===== config.mk =====
export PLATFORM = sky130hd
export DESIGN_NAME = debug_capture
export DESIGN_NICKNAME = d
export VERILOG_FILES = /design/src/rtl/debug_capture.sv
export SDC_FILE = /design/constraint.sdc
export NUM_CORES = 2
export LEC_CHECK = 0
export ABC_CLOCK_PERIOD_IN_PS = 37700
export BUFFER_PORTS_ARGS = -buffer_cell sky130_fd_sc_hd__clkbuf_2
export CORE_ASPECT_RATIO = 0.9
export CORE_MARGIN = 3
export CORE_UTILIZATION = 40
export DETAILED_ROUTE_END_ITERATION = 12
export PLACE_DENSITY = 0.64
export REMOVE_ABC_BUFFERS = 1
export SETUP_SLACK_MARGIN = 0.05
export SYNTH_ARGS = -nofsm -noshare
export SYNTH_HDL_FRONTEND = slang
export SYNTH_SLANG_ARGS = --single-unit

===== constraint.sdc =====
create_clock -name clk -period 37.7 [get_ports clk]
set_clock_uncertainty 0.1 [all_clocks]
set_input_delay 1.885 -clock clk [delete_from_list [all_inputs] [get_ports clk]]
set_output_delay 1.885 -clock clk [all_outputs]
set_load 0.01 [all_outputs]

===== src/rtl/debug_capture.sv =====
// Captures timestamped events into an 8-deep newest-first history and mirrors it to eight overlay rows on vblank rise.
// Latency: a strobe lands in history on the next edge and appears on o_debug one cycle after the next vblank rise.
// Backpressure: none; strobes arriving while STOPPED are counted in o_drop (saturating) and discarded.
`timescale 1ns/1ps
module debug_capture #(
    parameter int unsigned POST_COUNT = 4
) (
    input  logic        clk,
    input  logic        i_reset,
    input  logic        i_strobe,
    input  logic [47:0] i_data,
    input  logic [47:0] i_trig_mask,
    input  logic [47:0] i_trig_value,
    input  logic        i_arm,
    input  logic        i_freeze,
    input  logic        i_vblank,
    output logic [63:0] o_debug0,
    output logic [63:0] o_debug1,
    output logic [63:0] o_debug2,
    output logic [63:0] o_debug3,
    output logic [63:0] o_debug4,
    output logic [63:0] o_debug5,
    output logic [63:0] o_debug6,
    output logic [63:0] o_debug7,
    output logic [1:0]  o_state,
    output logic [7:0]  o_drop
);

    typedef enum logic [1:0] {
        ST_RUN     = 2'd0,
        ST_ARMED   = 2'd1,
        ST_POST    = 2'd2,
        ST_STOPPED = 2'd3
    } state_t;

    typedef struct packed {
        logic [15:0] ts;
        logic [47:0] dat;
    } evt_t;

    localparam logic [2:0] POST_LD = 3'(POST_COUNT);

    state_t          state, state_nxt;
    logic [2:0]      post_cnt, post_cnt_nxt;
    logic [15:0]     ts;
    evt_t [7:0]      hist;
    evt_t [7:0]      disp;
    evt_t            word;
    logic            vblank_q;
    logic            vblank_rise;
    logic            trig_hit;
    logic            accept;
    logic [7:0]      drop;

    assign word        = '{ts: ts, dat: i_data};
    assign trig_hit    = ((i_data & i_trig_mask) == (i_trig_value & i_trig_mask));
    assign accept      = i_strobe && (state != ST_STOPPED);
    assign vblank_rise = i_vblank && !vblank_q;

    always_comb begin
        state_nxt    = state;
        post_cnt_nxt = post_cnt;
        case (state)
            ST_RUN: begin
                if (i_arm) state_nxt = ST_ARMED;
            end
            ST_ARMED: begin
                if (i_strobe && trig_hit) begin
                    post_cnt_nxt = POST_LD;
                    state_nxt    = (POST_LD != 3'd0) ? ST_POST : ST_STOPPED;
                end
            end
            ST_POST: begin
                if (i_strobe) begin
                    post_cnt_nxt = post_cnt - 3'd1;
                    // <=1 rather than ==1 so a corrupted zero count cannot wrap and stall in POST
                    if (post_cnt <= 3'd1) state_nxt = ST_STOPPED;
                end
            end
            ST_STOPPED: begin
                if (i_arm) state_nxt = ST_ARMED;
            end
            default: state_nxt = ST_RUN;
        endcase
    end

    always_ff @(posedge clk or posedge i_reset) begin
        if (i_reset) begin
            state    <= ST_RUN;
            post_cnt <= 3'd0;
            ts       <= 16'd0;
            hist     <= '0;
            drop     <= 8'd0;
        end else begin
            state    <= state_nxt;
            post_cnt <= post_cnt_nxt;
            ts       <= ts + 16'd1;
            if (accept) hist <= {hist[6:0], word};
            if (i_strobe && (state == ST_STOPPED) && (drop != 8'hFF)) drop <= drop + 8'd1;
        end
    end

    // vblank_q resets high so a vblank already high at release is not seen as a rise
    always_ff @(posedge clk or posedge i_reset) begin
        if (i_reset) begin
            vblank_q <= 1'b1;
            disp     <= '0;
        end else begin
            vblank_q <= i_vblank;
            if (vblank_rise && !i_freeze) disp <= hist;
        end
    end

    assign o_debug0 = disp[0];
    assign o_debug1 = disp[1];
    assign o_debug2 = disp[2];
    assign o_debug3 = disp[3];
    assign o_debug4 = disp[4];
    assign o_debug5 = disp[5];
    assign o_debug6 = disp[6];
    assign o_debug7 = disp[7];
    assign o_state  = state;
    assign o_drop   = drop;

endmodule


==> flow_summary.toml <==
[run_status]
status = "complete, no violations"

[synthesis]
syn_inst = 2366
synth_top_flop_cell = "dfrtp_1"
synth_edf_count = 0
synthArstFlopShare_pct = 100
synth_area_sq_mm = 0.0398
synth_warnings = 0
synth_cell_type_count = 32
syn_avg_cell_area_sq_um = 16.8
yosysSeqAreaShare_pct = 66.3
postSynthRegisterBits = 1054

[final_layout]
layout-drive-gt1-share_pct = 60.5
final_area_sq_mm = 0.0482
syn_to_final_growth_pct = 21.3
post-route-util_pct = 49.0
fin_nets = 3210

[critical_path]
cp.required_ns = 38.20
cp-end-kind = "async pin"
critical_path.max_fanout = 96
r2r_start = "vblank_q"
r2r_cells = 5
r2r_slack_ns = 33.76
cp.arrival_ns = 5.96
critPathKind = "primary input to async pin"
startpoint_type = "primary input"
r2r-end = "o_debug7[10]"

[sta]
fmax_mhz = 183
timing_hold_violations_final = 0
tightest_slew_ns = 1.23
slew_headroom_pct = 18.3
slew_viol_final = 0
layout_min_cycle_time_ns = 5.45
rsz0062_at_grt = "no"
timing.final.crit_share_pct = 14.5
setup_viol_count_final = 0
setup_tns_ns = 0

[power]
ir_drop_mv = 0.0552
p_leak_nw = 22.5
power_per_cell_area_mw_per_mm2 = 85.6

[floorplan]
core_sq_mm = 0.0985
die_h_microns = 305
die_area_sq_mm = 0.103
die-width_microns = 338
fp-row-count = 109
start_util_pct = 40.4
ios = 672

[global_routing]
antenna_found_initial = 2
grt_remaining_overflow = 0
grt_max_degree = 181
grt_usage_pct = 16.9
grt_pass1_wl_microns = 140000
grt_pass1_vias = 23652

[clock_network]
htreeDepth = 3
clk_path_buf_depth = 3
cts-hold-fix-buffers = 0
cts_root_buf = "clkbuf_16"
cts_sinks = 1054
cts_tree = "done"
clock_latency_ns = 0.66
clkTransAtPathRegs_ns = 0.06
cts_buffers = 105
cts.repair.resized = 0
cts_setup_buffers = 0

[place]
routabilityCongestion = 0.821
hpwl_microns = 60900
place.port_buffers = 671
dpl_cell_area_sq_mm = 0.0445

[routing]
drc_errors = 0
via_per_inst = 4.89
drt_iter0_drc = 850
dr_total_vias = 21879
wire_per_inst_microns = 19.7
wl_microns = 88000
ant_nets = 0
drtPass1Iterations = 4

[worst_hold_path]
worstHoldStart = "ts[15]"
hold_end = "ts[15]"
hold_path.class = "register to register"
hold_depth = 1

[job]
drv_cap = 0
==> power by group <==
| part | leakage, nW | internal [mW] | switching [mW] |
|---|---|---|---|
| clock network | 1.83 | 0.679 | 0.431 |
| registers | 12.9 | 1.61 | 0.318 |
| logic | 7.77 | 0.602 | 0.495 |
==> worst max-delay path: stages <==
cell and delay, ns:
clkbuf_2 0.13, inv_8 0.41, buf_4 0.80, buf_4 0.71, buf_4 0.88, buf_4 0.94
==> Yosys cell counts, types with 5 or more instances <==
| cell type | count | area (sq um) |
|---|---|---|
| nand4_1 | 11 | 68.8 |
| and3_1 | 6 | 37.5 |
| mux2_2 | 1026 | 11600 |
| dfrtp_1 | 1053 | 26400 |
| ha_1 | 7 | 87.6 |
| buf_2 | 96 | 480 |
| a22oi_1 | 21 | 158 |
| nand3_1 | 11 | 55.1 |
| xor2_1 | 52 | 455 |
| o21ai_0 | 5 | 25.0 |
| xnor2_1 | 17 | 149 |
| nand2_1 | 10 | 37.5 |
| clkbuf_1 | 18 | 67.6 |
| inv_1 | 9 | 33.8 |
==> routing by layer <==
metal / up-vias / part of all wire (%) / global-route usage (%)
met2: 513 / 49 / 28.4
met1: 11446 / 42 / 21.4
met3: 115 / 7.0 / 5.19
li1: 9805 / - / -
met5: - / 0 / 0
met4: 0 / 2.1 / 4.36
==> worst max-delay path by stage <==
stage / startpoint / to / slack (ns) / cells after the start
after global routing: i_reset / hist[349] / 31.52 / 6
after CTS: i_reset / hist[461] / 32.01 / 6
after detailed placement: i_reset / o_debug4[29] / 31.27 / 6
final: i_reset / o_drop[1] / 32.25 / 6
after floorplan: i_freeze / o_debug0[0] / -4.68 / 2
after global placement: i_reset / hist[385] / 31.50 / 6
==> layout by cell type (no fill, tap or decap), types with 16 or more instances in the layout <==
cell type  Yosys  final
clkbuf_8       0     26
dfrtp_1     1053   1053
clkbuf_16      0    106
bufinv_16      0     16
xnor2_1       17     17
clkbuf_1      18     25
xor2_1        52     52
a22oi_1       21     21
mux2_2      1026   1026
clkbuf_2       0    671
buf_4          0     19
==> sequential cells by signal, summed over array words and instances, names as in the netlist, 2 cells and up <==
name and cells:
o_debug4 64, o_debug2 64, o_debug6 64, o_debug5 64, o_debug3 64, o_state 2, o_debug1 64, o_debug7 64
o_drop 8, o_debug0 64, post_cnt 3, ts 16, hist 512
==> stage by stage <==
stage / hold slack, ns / setup slack [ns] / power (mW) / std cells
floorplan: 0.340 / -4.68 / 2.77 / 2252
global placement: 0.366 / 31.50 / 3.00 / 4278
detailed placement: 0.369 / 31.27 / 3.07 / 4278
CTS: 0.380 / 32.01 / 4.20 / 4474
global route: 0.402 / 31.52 / 4.37 / 4474
finish: 0.382 / 32.25 / 4.13 / 4476
==> logic make-up after synthesis <==
| kind of cell | after synthesis | synth area share, % |
|---|---|---|
| flops | 1054 | 66.3 |
| fa+ha+maj | 7 | 0.220 |
| buf+inv | 123 | 1.46 |
| mux | 1026 | 29.1 |
| compound gates | 39 | 0.739 |
| xor+xnor | 69 | 1.52 |
| simple gates | 48 | 0.667 |
==> cell type report <==
class                   instances  area [sq um]
diodes                          2          5.00
clock buffers                 157          3100
clock inverters                39           643
fillers                      8480         50200
inverters                       9          41.3
multi-input cells            1189         12800
flip-flops and latches       1054         26400
well taps                    1332          1670
repair buffers                694          3580
Note: power is estimated with default switching activity, not from simulation.
